### src/rtl/lmc1992_if.sv
// CPU-side Microwire register bus for the LMC1992 block (data 0xFF8922, mask 0xFF8924).
interface lmc1992_if;
  logic [15:0] din;
  logic        addr;
  logic        sel;
  logic        uds;
  logic        lds;
  logic        rw;
  logic [15:0] dout;
  logic        mw_busy;

  modport master (output din, addr, sel, uds, lds, rw, input  dout, mw_busy);
  modport slave  (input  din, addr, sel, uds, lds, rw, output dout, mw_busy);
endinterface

### src/rtl/lmc1992.sv
// STE LMC1992 volume/tone controller with Microwire host interface and 3-stage gain pipeline.
// Optional: define LMC1992_SAT_EN to saturate the output to 15-bit signed instead of wrapping.
module lmc1992 #(
  parameter int MW_DIV = 2
) (
  input  logic        clk_32,
  input  logic        reset,
  input  logic        clk_2_en,
  lmc1992_if.slave    bus,
  input  logic [9:0]  ym_l,
  input  logic [9:0]  ym_r,
  input  logic [7:0]  ste_l,
  input  logic [7:0]  ste_r,
  output logic [14:0] audio_l,
  output logic [14:0] audio_r
);

  localparam logic [7:0] DIV_LAST = 8'(MW_DIV - 1);

  typedef enum logic [1:0] {ST_IDLE, ST_SHIFT, ST_DECODE} mw_state_t;

  mw_state_t   state, state_nxt;
  logic [15:0] data_sr, mask_sr;
  logic [10:0] lmc_sr;
  logic [4:0]  bit_cnt;
  logic [7:0]  div_cnt;
  logic [3:0]  tick_cnt;
  logic        busy, do_decode, tick, wr_data, wr_mask, decode_ok;

  logic [1:0]  mix;
  logic [3:0]  bass, treble;
  logic [5:0]  master;
  logic [4:0]  left, right;

  assign wr_data = bus.sel & ~bus.rw & bus.addr;
  assign wr_mask = bus.sel & ~bus.rw & ~bus.addr & ~busy;
  assign tick    = busy & clk_2_en & (div_cnt == DIV_LAST);

  // NOTE: sequential state uses non-blocking assignments so every register samples pre-edge values.
  always_ff @(posedge clk_32) begin
    if (reset) state <= ST_IDLE;
    else       state <= state_nxt;
  end

  // NOTE: default assignment first, so no path through the block can infer a latch.
  always_comb begin
    state_nxt = state;
    case (state)
      ST_IDLE:   if (wr_data) state_nxt = ST_SHIFT;
      ST_SHIFT:  if (wr_data) state_nxt = ST_SHIFT;
                 else if (tick && tick_cnt == 4'd15) state_nxt = ST_DECODE;
      ST_DECODE: state_nxt = wr_data ? ST_SHIFT : ST_IDLE;
      default:   state_nxt = ST_IDLE;
    endcase
  end

  always_comb begin
    busy      = (state == ST_SHIFT);
    do_decode = (state == ST_DECODE);
  end

  assign bus.mw_busy = busy;

  // A data write restarts the transfer; ticks rotate both registers back to their written values.
  always_ff @(posedge clk_32) begin
    if (reset) begin
      data_sr  <= '0;
      mask_sr  <= '0;
      lmc_sr   <= '0;
      bit_cnt  <= '0;
      div_cnt  <= '0;
      tick_cnt <= '0;
    end else begin
      if (wr_data) begin
        if (bus.uds) data_sr[15:8] <= bus.din[15:8];
        if (bus.lds) data_sr[7:0]  <= bus.din[7:0];
        lmc_sr   <= '0;
        bit_cnt  <= '0;
        div_cnt  <= '0;
        tick_cnt <= '0;
      end else if (tick) begin
        if (mask_sr[15]) begin
          lmc_sr <= {lmc_sr[9:0], data_sr[15]};
          if (bit_cnt != 5'd31) bit_cnt <= bit_cnt + 5'd1;
        end
        data_sr  <= {data_sr[14:0], data_sr[15]};
        mask_sr  <= {mask_sr[14:0], mask_sr[15]};
        div_cnt  <= '0;
        tick_cnt <= tick_cnt + 4'd1;
      end else if (busy && clk_2_en) begin
        div_cnt <= div_cnt + 8'd1;
      end
      if (wr_mask) begin
        if (bus.uds) mask_sr[15:8] <= bus.din[15:8];
        if (bus.lds) mask_sr[7:0]  <= bus.din[7:0];
      end
    end
  end

  always_ff @(posedge clk_32) begin
    if (reset)                 bus.dout <= '0;
    else if (bus.sel && bus.rw) bus.dout <= bus.addr ? data_sr : mask_sr;
    else                       bus.dout <= '0;
  end

  assign decode_ok = do_decode && (bit_cnt == 5'd11) && (lmc_sr[10:9] == 2'b10);

  always_ff @(posedge clk_32) begin
    if (reset) begin
      mix    <= 2'b01;
      master <= 6'd40;
      left   <= 5'd20;
      right  <= 5'd20;
      bass   <= 4'd6;
      treble <= 4'd6;
    end else if (decode_ok) begin
      case (lmc_sr[8:6])
        3'b000:  mix    <= lmc_sr[1:0];
        3'b001:  bass   <= lmc_sr[3:0];
        3'b010:  treble <= lmc_sr[3:0];
        3'b011:  master <= (lmc_sr[5:0] > 6'd40) ? 6'd40 : lmc_sr[5:0];
        3'b100:  right  <= (lmc_sr[4:0] > 5'd20) ? 5'd20 : lmc_sr[4:0];
        3'b101:  left   <= (lmc_sr[4:0] > 5'd20) ? 5'd20 : lmc_sr[4:0];
        default: ;
      endcase
    end
  end

  // Tone settings are held for software readback compatibility only; no filtering is applied.
  logic unused_tone;
  assign unused_tone = ^{bass, treble};

  function automatic logic signed [15:0] mix_src(logic [9:0] ym, logic [7:0] ste, logic [1:0] sel_mix);
    logic signed [15:0] ys, ss;
    ys = {{2{~ym[9]}}, ~ym[9], ym[8:0], 4'b0};
    ss = {{2{~ste[7]}}, ~ste[7], ste[6:0], 6'b0};
    case (sel_mix)
      2'b10:   return ss;
      2'b00:   return (ys >>> 2) + ss;
      default: return ys + ss;
    endcase
  endfunction

  function automatic logic [8:0] coef(logic [1:0] idx);
    case (idx)
      2'd0:    return 9'd256;
      2'd1:    return 9'd203;
      default: return 9'd161;
    endcase
  endfunction

  logic [9:0]         ym_in   [2];
  logic [7:0]         ste_in  [2];
  logic [4:0]         side    [2];
  logic [6:0]         atten   [2];
  logic signed [15:0] m_nxt   [2];
  logic signed [25:0] s3_full [2];
  logic [14:0]        o_nxt   [2];

  logic signed [15:0] s1_m    [2];
  logic [1:0]         s1_idx  [2];
  logic [3:0]         s1_sh   [2];
  logic               s1_mute [2];
  logic signed [25:0] s2_p    [2];
  logic [3:0]         s2_sh   [2];
  logic               s2_mute [2];
  logic [14:0]        s3_o    [2];

  always_comb begin
    ym_in  = '{ym_l, ym_r};
    ste_in = '{ste_l, ste_r};
    side   = '{left, right};
    for (int c = 0; c < 2; c++) begin
      m_nxt[c]   = mix_src(ym_in[c], ste_in[c], mix);
      atten[c]   = 7'd60 - {1'b0, master} - {2'b0, side[c]};
      s3_full[c] = s2_mute[c] ? 26'sd0 : ((s2_p[c] >>> 8) >>> s2_sh[c]);
`ifdef LMC1992_SAT_EN
      if (s3_full[c] > 26'sd16383)       o_nxt[c] = 15'h3FFF;
      else if (s3_full[c] < -26'sd16384) o_nxt[c] = 15'h4000;
      else                               o_nxt[c] = s3_full[c][14:0];
`else
      o_nxt[c] = s3_full[c][14:0];
`endif
    end
  end

`ifndef LMC1992_SAT_EN
  logic unused_s3_hi;
  assign unused_s3_hi = ^{s3_full[0][25:15], s3_full[1][25:15]};
`endif

  // Each stage carries the gain it was issued with, so a decode never mixes old and new settings.
  always_ff @(posedge clk_32) begin
    for (int c = 0; c < 2; c++) begin
      if (reset) begin
        s1_m[c]    <= '0;
        s1_idx[c]  <= '0;
        s1_sh[c]   <= '0;
        s1_mute[c] <= 1'b0;
        s2_p[c]    <= '0;
        s2_sh[c]   <= '0;
        s2_mute[c] <= 1'b0;
        s3_o[c]    <= '0;
      end else begin
        s1_m[c]    <= m_nxt[c];
        s1_idx[c]  <= 2'(atten[c] % 7'd3);
        s1_sh[c]   <= 4'(atten[c] / 7'd3);
        s1_mute[c] <= (atten[c] >= 7'd40);
        s2_p[c]    <= s1_m[c] * $signed({1'b0, coef(s1_idx[c])});
        s2_sh[c]   <= s1_sh[c];
        s2_mute[c] <= s1_mute[c];
        s3_o[c]    <= o_nxt[c];
      end
    end
  end

  assign audio_l = s3_o[0];
  assign audio_r = s3_o[1];

endmodule

### src/flat_wrapper.sv
// flat-port wrapper written by rule: the top's interface ports become plain ports
module lmc1992_flat 
#(
  parameter int MW_DIV = 2
)
  (clk_32, reset, clk_2_en, ym_l, ym_r, ste_l, ste_r, audio_l, audio_r, bus_din, bus_addr, bus_sel, bus_uds, bus_lds, bus_rw, bus_dout, bus_mw_busy);
  lmc1992_if bus_i ();
  input  logic clk_32;
  input  logic reset;
  input  logic clk_2_en;
  input  logic [9:0] ym_l;
  input  logic [9:0] ym_r;
  input  logic [7:0] ste_l;
  input  logic [7:0] ste_r;
  output logic [14:0] audio_l;
  output logic [14:0] audio_r;
  input wire logic [$bits(bus_i.din)-1:0] bus_din;
  input wire logic [$bits(bus_i.addr)-1:0] bus_addr;
  input wire logic [$bits(bus_i.sel)-1:0] bus_sel;
  input wire logic [$bits(bus_i.uds)-1:0] bus_uds;
  input wire logic [$bits(bus_i.lds)-1:0] bus_lds;
  input wire logic [$bits(bus_i.rw)-1:0] bus_rw;
  output wire logic [$bits(bus_i.dout)-1:0] bus_dout;
  output wire logic [$bits(bus_i.mw_busy)-1:0] bus_mw_busy;
  assign bus_i.din = bus_din;
  assign bus_i.addr = bus_addr;
  assign bus_i.sel = bus_sel;
  assign bus_i.uds = bus_uds;
  assign bus_i.lds = bus_lds;
  assign bus_i.rw = bus_rw;
  assign bus_dout = bus_i.dout;
  assign bus_mw_busy = bus_i.mw_busy;
  lmc1992 #(.MW_DIV(MW_DIV)) u_core (.clk_32(clk_32), .reset(reset), .clk_2_en(clk_2_en), .bus(bus_i), .ym_l(ym_l), .ym_r(ym_r), .ste_l(ste_l), .ste_r(ste_r), .audio_l(audio_l), .audio_r(audio_r));
endmodule
### config.mk
export PLATFORM = sky130hd
export DESIGN_NAME = lmc1992_flat
export DESIGN_NICKNAME = d
export VERILOG_FILES = /design/src/rtl/lmc1992_if.sv /design/src/rtl/lmc1992.sv /design/src/flat_wrapper.sv
export SDC_FILE = /design/constraint.sdc
export NUM_CORES = 1
export LEC_CHECK = 0
export ABC_AREA = 1
export CELL_PAD_IN_SITES_DETAIL_PLACEMENT = 0
export CELL_PAD_IN_SITES_GLOBAL_PLACEMENT = 1
export CORE_AREA = 4 4 215 217
export DETAILED_ROUTE_END_ITERATION = 16
export DIE_AREA = 0 0 219 221
export GPL_TIMING_DRIVEN = 0
export HOLD_SLACK_MARGIN = 0.08
export PLACE_DENSITY = 0.87
export SETUP_SLACK_MARGIN = 0.02
export SLEW_MARGIN = 20
export SYNTH_ARGS = -nofsm -noshare
export SYNTH_HDL_FRONTEND = slang
export SYNTH_SLANG_ARGS = --single-unit
export TNS_END_PERCENT = 1
### constraint.sdc
create_clock -name clk_32 -period 5.47 [get_ports clk_32]
set_input_delay 1.094 -clock clk_32 [delete_from_list [all_inputs] [get_ports clk_32]]
set_output_delay 1.094 -clock clk_32 [all_outputs]
set_load 0.005 [all_outputs]
======== After elaboration in Yosys (flattened, before gate mapping) ========
Memory sizes are Yosys's and may differ from the RTL's.
Index checks and enable logic that the tools add are counted.
storage, ports and cells
  bits in registers ....................... 96
  bits in latches ......................... 0
  RAM bits ................................ 138
  memory bits (read-only) ................. 0
  output and inout port bits .............. 47
  word-level logic and storage cells ...... 157
  memories kept ........................... 8
memories
  memory         words  bits a word  rd ports  clocked after Yosys merged registers in  wr ports  line            RTL
  u_core.s2_p    2      26           2         0                                        2         lmc1992.sv:164  logic signed [25:0] s2_p [2];
  u_core.s1_m    2      16           2         0                                        2         lmc1992.sv:160  logic signed [15:0] s1_m [2];
  u_core.s3_o    2      15           2         0                                        2         lmc1992.sv:167  logic [14:0] s3_o [2];
  u_core.s1_sh   2      4            2         0                                        2         lmc1992.sv:162  logic [3:0] s1_sh [2];
  u_core.s2_sh   2      4            2         0                                        2         lmc1992.sv:165  logic [3:0] s2_sh [2];
  u_core.s1_idx  2      2            2         0                                        2         lmc1992.sv:161  logic [1:0] s1_idx [2];
  +2 memories    -      -            -         -                                        -         -
operators by class
  add/sub/neg operators ................... 10
  multiply operators ...................... 2
  div/mod/pow operators ................... 4
  magnitude comparators ................... 4
  equal/unequal tests ..................... 17
  shift operators ......................... 2
  multiplexer cells ....................... 44
  bitwise operators ....................... 30
  reductions and logical operators ........ 23
operators with widths
  cell                   number
  $mux W16               8
  $pmux W16 S2           2
  $mux W15               4
  $mul A16 B10 Y26       2
  $mux W26               2
  $pmux W9 S2            2
  $sshr A18 B4 Y15       2
  $mux W8                4
  $add A12 B14 Y15       2
  $add A14 B14 Y15       2
  $mux W9                2
  $mux W4                4
  $or A1 B1 Y1           16
  $reduce_and A2 Y1      8
  $div A7 B2 Y7 const B  2
  $ge A7 B6 Y1 const B   2
  $mod A7 B2 Y7 const B  2
  $sub A7 B5 Y7          2
  $mux W2                5
  $add A8 B1 Y8 const B  1
  $eq A8 B1 Y1 const B   1
  $logic_not A2 Y1       4
  $mux W1                8
  $not A1 Y1             8
  other kinds (25)       41

======== Logic depth before layout (Yosys ltp) ========
  word-level depth ........................ 7
  depth in mapped cells ................... 43

======== Worst setup path after synthesis ========
No wires, ideal clock.
  path type ............................... reg-to-reg
  from .................................... memory u_core.s1_idx[1][1]
  to ...................................... memory u_core.s2_p[1][24]
  arrival time ............................ 5231 ps
  required time ........................... 5348 ps
  setup slack ............................. 117 ps
  stages on the path, launching flop included .. 18
  buffers on the path ..................... 0
  cell sequence ........................... dfxtp_1 -> nor2_1 -> nor2_1 -> inv_1 -> ha_1 -> inv_1 -> fa_1 -> inv_1 -> fa_1 -> fa_1 -> fa_1 -> ha_1 -> nand4_1 -> inv_1 -> a2111oi_0 -> o21ai_0 -> o21ai_0 -> a21oi_1
RTL lines
  what                line
  start: declaration  lmc1992.sv:161
  end: declaration    lmc1992.sv:164

==> impl_metrics.json <==
{
  "period_needed_ns": 5.11,
  "die_w_um": 219,
  "ys_seq_area_share_pct": 23.6,
  "slew_headroom_pct": 32.8,
  "grtUsageTotal_pct": 18.8,
  "regArea_um2": 4250,
  "gr-total-overflow": 0,
  "maxCapViolations": 0,
  "synthCells": 2378,
  "max_slew.worst_pin.slew_ns": 1.01,
  "via_count": 15500,
  "num_io_pins": 107,
  "area_delta_synth_final_pct": 16.9,
  "place_inst": 3077,
  "synth.distinct_cells": 55,
  "hold_viol": 0,
  "timing.critical_path.buf_inv": 6,
  "synth-main-ff-cell": "dfxtp_1",
  "final_common_cell": "inv_1",
  "slew_violations": 0,
  "ys_warn_count": 0,
  "grt_max_degree": 14,
  "final_cell_count_no_fill": 3136,
  "drt_iter0_drc": 795,
  "status": "completed",
  "die_y_um": 221,
  "slowest_stage": "fa_1",
  "synthesis.area_um2": 18000,
  "wl_per_cell_um": 14.8,
  "dr.pass1.iters": 5,
  "critPathKind": "flop to flop",
  "hp-class": "flop to flop",
  "gp_congestion": 0.911,
  "period_share_pct": 93.4,
  "fmax_mhz": 196,
  "synth_edf_count": 0,
  "io_buffers": 105,
  "worst_setup_path_end_kind": "flop",
  "drt-total-wl_um": 46300,
  "path_clk_slew_ns": 0.06,
  "slowest_delay_ns": 0.57,
  "grt_pass1_vias": 15400,
  "rows": 77,
  "synthArstFlopShare_pct": 0,
  "final_core_util_pct": 47.6,
  "arrival_ns": 5.58,
  "rsz0062_at_grt": "yes",
  "whs_ns": 0.403,
  "clk_latency_ns": 0.56,
  "avgSynthCellArea_um2": 7.55,
  "initial_core_util_pct": 40.7,
  "ys_ff_latch": 212,
  "cts_hold_buffers": 0,
  "via_per_inst": 4.93,
  "worst_ep_required_time_ns": 5.94,
  "syn_nets": 2774,
  "skew_ns": 0.0144,
  "leakage_uw": 0.0107,
  "path_max_fanout": 10,
  "drive_gt1_share_pct": 7.63,
  "multi_input_area_um2": 11800,
  "powerDensity_nw_per_um2": 193,
  "nFillCells": 4364,
  "cpLargestDelayFamily": "adder cells",
  "cp_cell_sequence": "nor2_4 > inv_2 > buf_4 > nor2_1 > ha_1 > inv_1 > fa_1 > inv_1 > fa_1 > fa_1 > fa_1 > ha_1 > a21oi_2 > o21a_1 > nand2_1 > nand2_1 > inv_1 > nor2_1 > inv_1 > a21oi_4 > o21bai_2 > a21oi_2 > o21ai_0 > a21oi_1",
  "grt_antenna_before_repair": 4,
  "fin_nets": 2918,
  "cts_buffers": 27,
  "die_area_um2": 48400,
  "cts_max_level": 1,
  "cts_tree": "yes",
  "place_hpwl_um": 38100,
  "core_area_um2": 44100,
  "drc": 0,
  "finalSetupViolations": 0,
  "final_cell_area_um2": 21000,
  "critPathLaunchType": "flop",
  "placed_cell_area_um2": 19800,
  "cts_root_buf": "clkbuf_16",
  "cts_sinks": 212,
  "final_cell_mix": "462 x inv_1, 411 x nand2_1, 208 x dfxtp_1, 199 x o21ai_0, 193 x ha_1",
  "grt_pass1_wl_um": 75300,
  "cts.path.max_buffers": 3,
  "max-vdd-ir-drop_uv": 206,
  "postRouteAntennaNets": 0
}
repair_timing:
item                       CTS  global route
gates resized for setup     19            50
pin swaps                    0             6
setup buffers                0             9
setup endpoints to repair   16            15
gates cloned                 0             0
synth_stat cells (28+ instances only):
cell type  count  share of area (%)
a31oi_1       29                1.0
nand2_1      413                8.6
nor2_1       187                3.9
dfxtp_1      212                 24
fa_1         142                 16
nand3_1       62                1.7
a21oi_1      164                4.6
nand2_2       28               0.98
o21ai_0      200                5.6
clkbuf_1      59                1.2
ha_1         194                 14
inv_1        465                9.7
final cells by class:
cell class / instances / area share (%)
Multi-Input combinational cell: 1616 / 56.1
Sequential cell: 212 / 20.3
Inverter: 487 / 8.71
Timing Repair Buffer: 116 / 5.44
Clock buffer: 37 / 3.83
Tap cell: 592 / 3.53
Buffer: 62 / 1.31
Clock inverter: 11 / 0.811
Antenna cell: 3 / 0.0358
routing by layer:
layer  global-route usage [%]  up-vias  wire [um]
li1                         -     7848          -
met4                     5.14        4       1340
met1                     24.6     7190      20800
met2                     31.8      339      21700
met5                    0.202        -         23
met3                     3.37       82       2380
worst register-to-register path, stage by stage, from the launching register on:
cell      delay [ns]
dfxtp_4         0.38
nor2_4          0.21
inv_2           0.10
buf_4           0.18
nor2_1          0.11
ha_1            0.13
inv_1           0.06
fa_1            0.53
inv_1           0.05
fa_1            0.50
fa_1            0.57
fa_1            0.43
ha_1            0.36
a21oi_2         0.18
o21a_1          0.12
nand2_1         0.06
nand2_1         0.06
inv_1           0.05
nor2_1          0.08
inv_1           0.09
a21oi_4         0.21
o21bai_2        0.12
a21oi_2         0.15
o21ai_0         0.08
a21oi_1         0.20
report_power, final:
part | switching [uW] | internal, uW | total, uW
clock network | 708 | 1210 | 1920
logic | 300 | 201 | 501
registers | 28.6 | 1590 | 1620
sequential cells by signal, summed over array words and instances, names as in the netlist, 4 cells and up:
name / count
u_core.s2_sh: 8
u_core.s2_p: 36
u_core.lmc_sr: 11
u_core.bus.dout: 16
u_core.mask_sr: 16
u_core.s1_m: 26
u_core.master: 6
u_core.right: 5
u_core.data_sr: 16
u_core.div_cnt: 8
u_core.s1_idx: 4
u_core.left: 5
u_core.bit_cnt: 5
u_core.tick_cnt: 4
u_core.s1_sh: 8
u_core.s3_o: 30
cells by family after synthesis:
family / Yosys count / synth area share [%]
simple gates: 775 / 18.9
flops: 212 / 23.6
mux: 11 / 0.613
compound gates: 462 / 14.2
fa+ha+maj: 336 / 29.4
xor+xnor: 32 / 1.79
buf+inv: 550 / 11.5
through the flow:
step                TNS, ns  power, uW  setup WS, ns
global route              0       4220       0.00596
floorplan                 0       1970         0.117
detailed placement    -3.13       2160        -0.411
CTS                       0       4090        0.0293
finish                    0       4040         0.363
global placement      -3.58       2140        -0.621
path summary, 6_finish.rpt:
path,start,endpoint,slack (ns),cells after the start
setup reg to reg,u_core.s1_idx[0][1],u_core.s2_p[0][23],0.36,24
setup / recovery,u_core.s1_idx[0][1],u_core.s2_p[0][23],0.36,24
hold / removal,u_core.s1_mute[0],u_core.s2_mute[0],0.40,2
hold reg to reg,u_core.s1_mute[0],u_core.s2_mute[0],0.40,2
(Power assumes the default switching activity.)
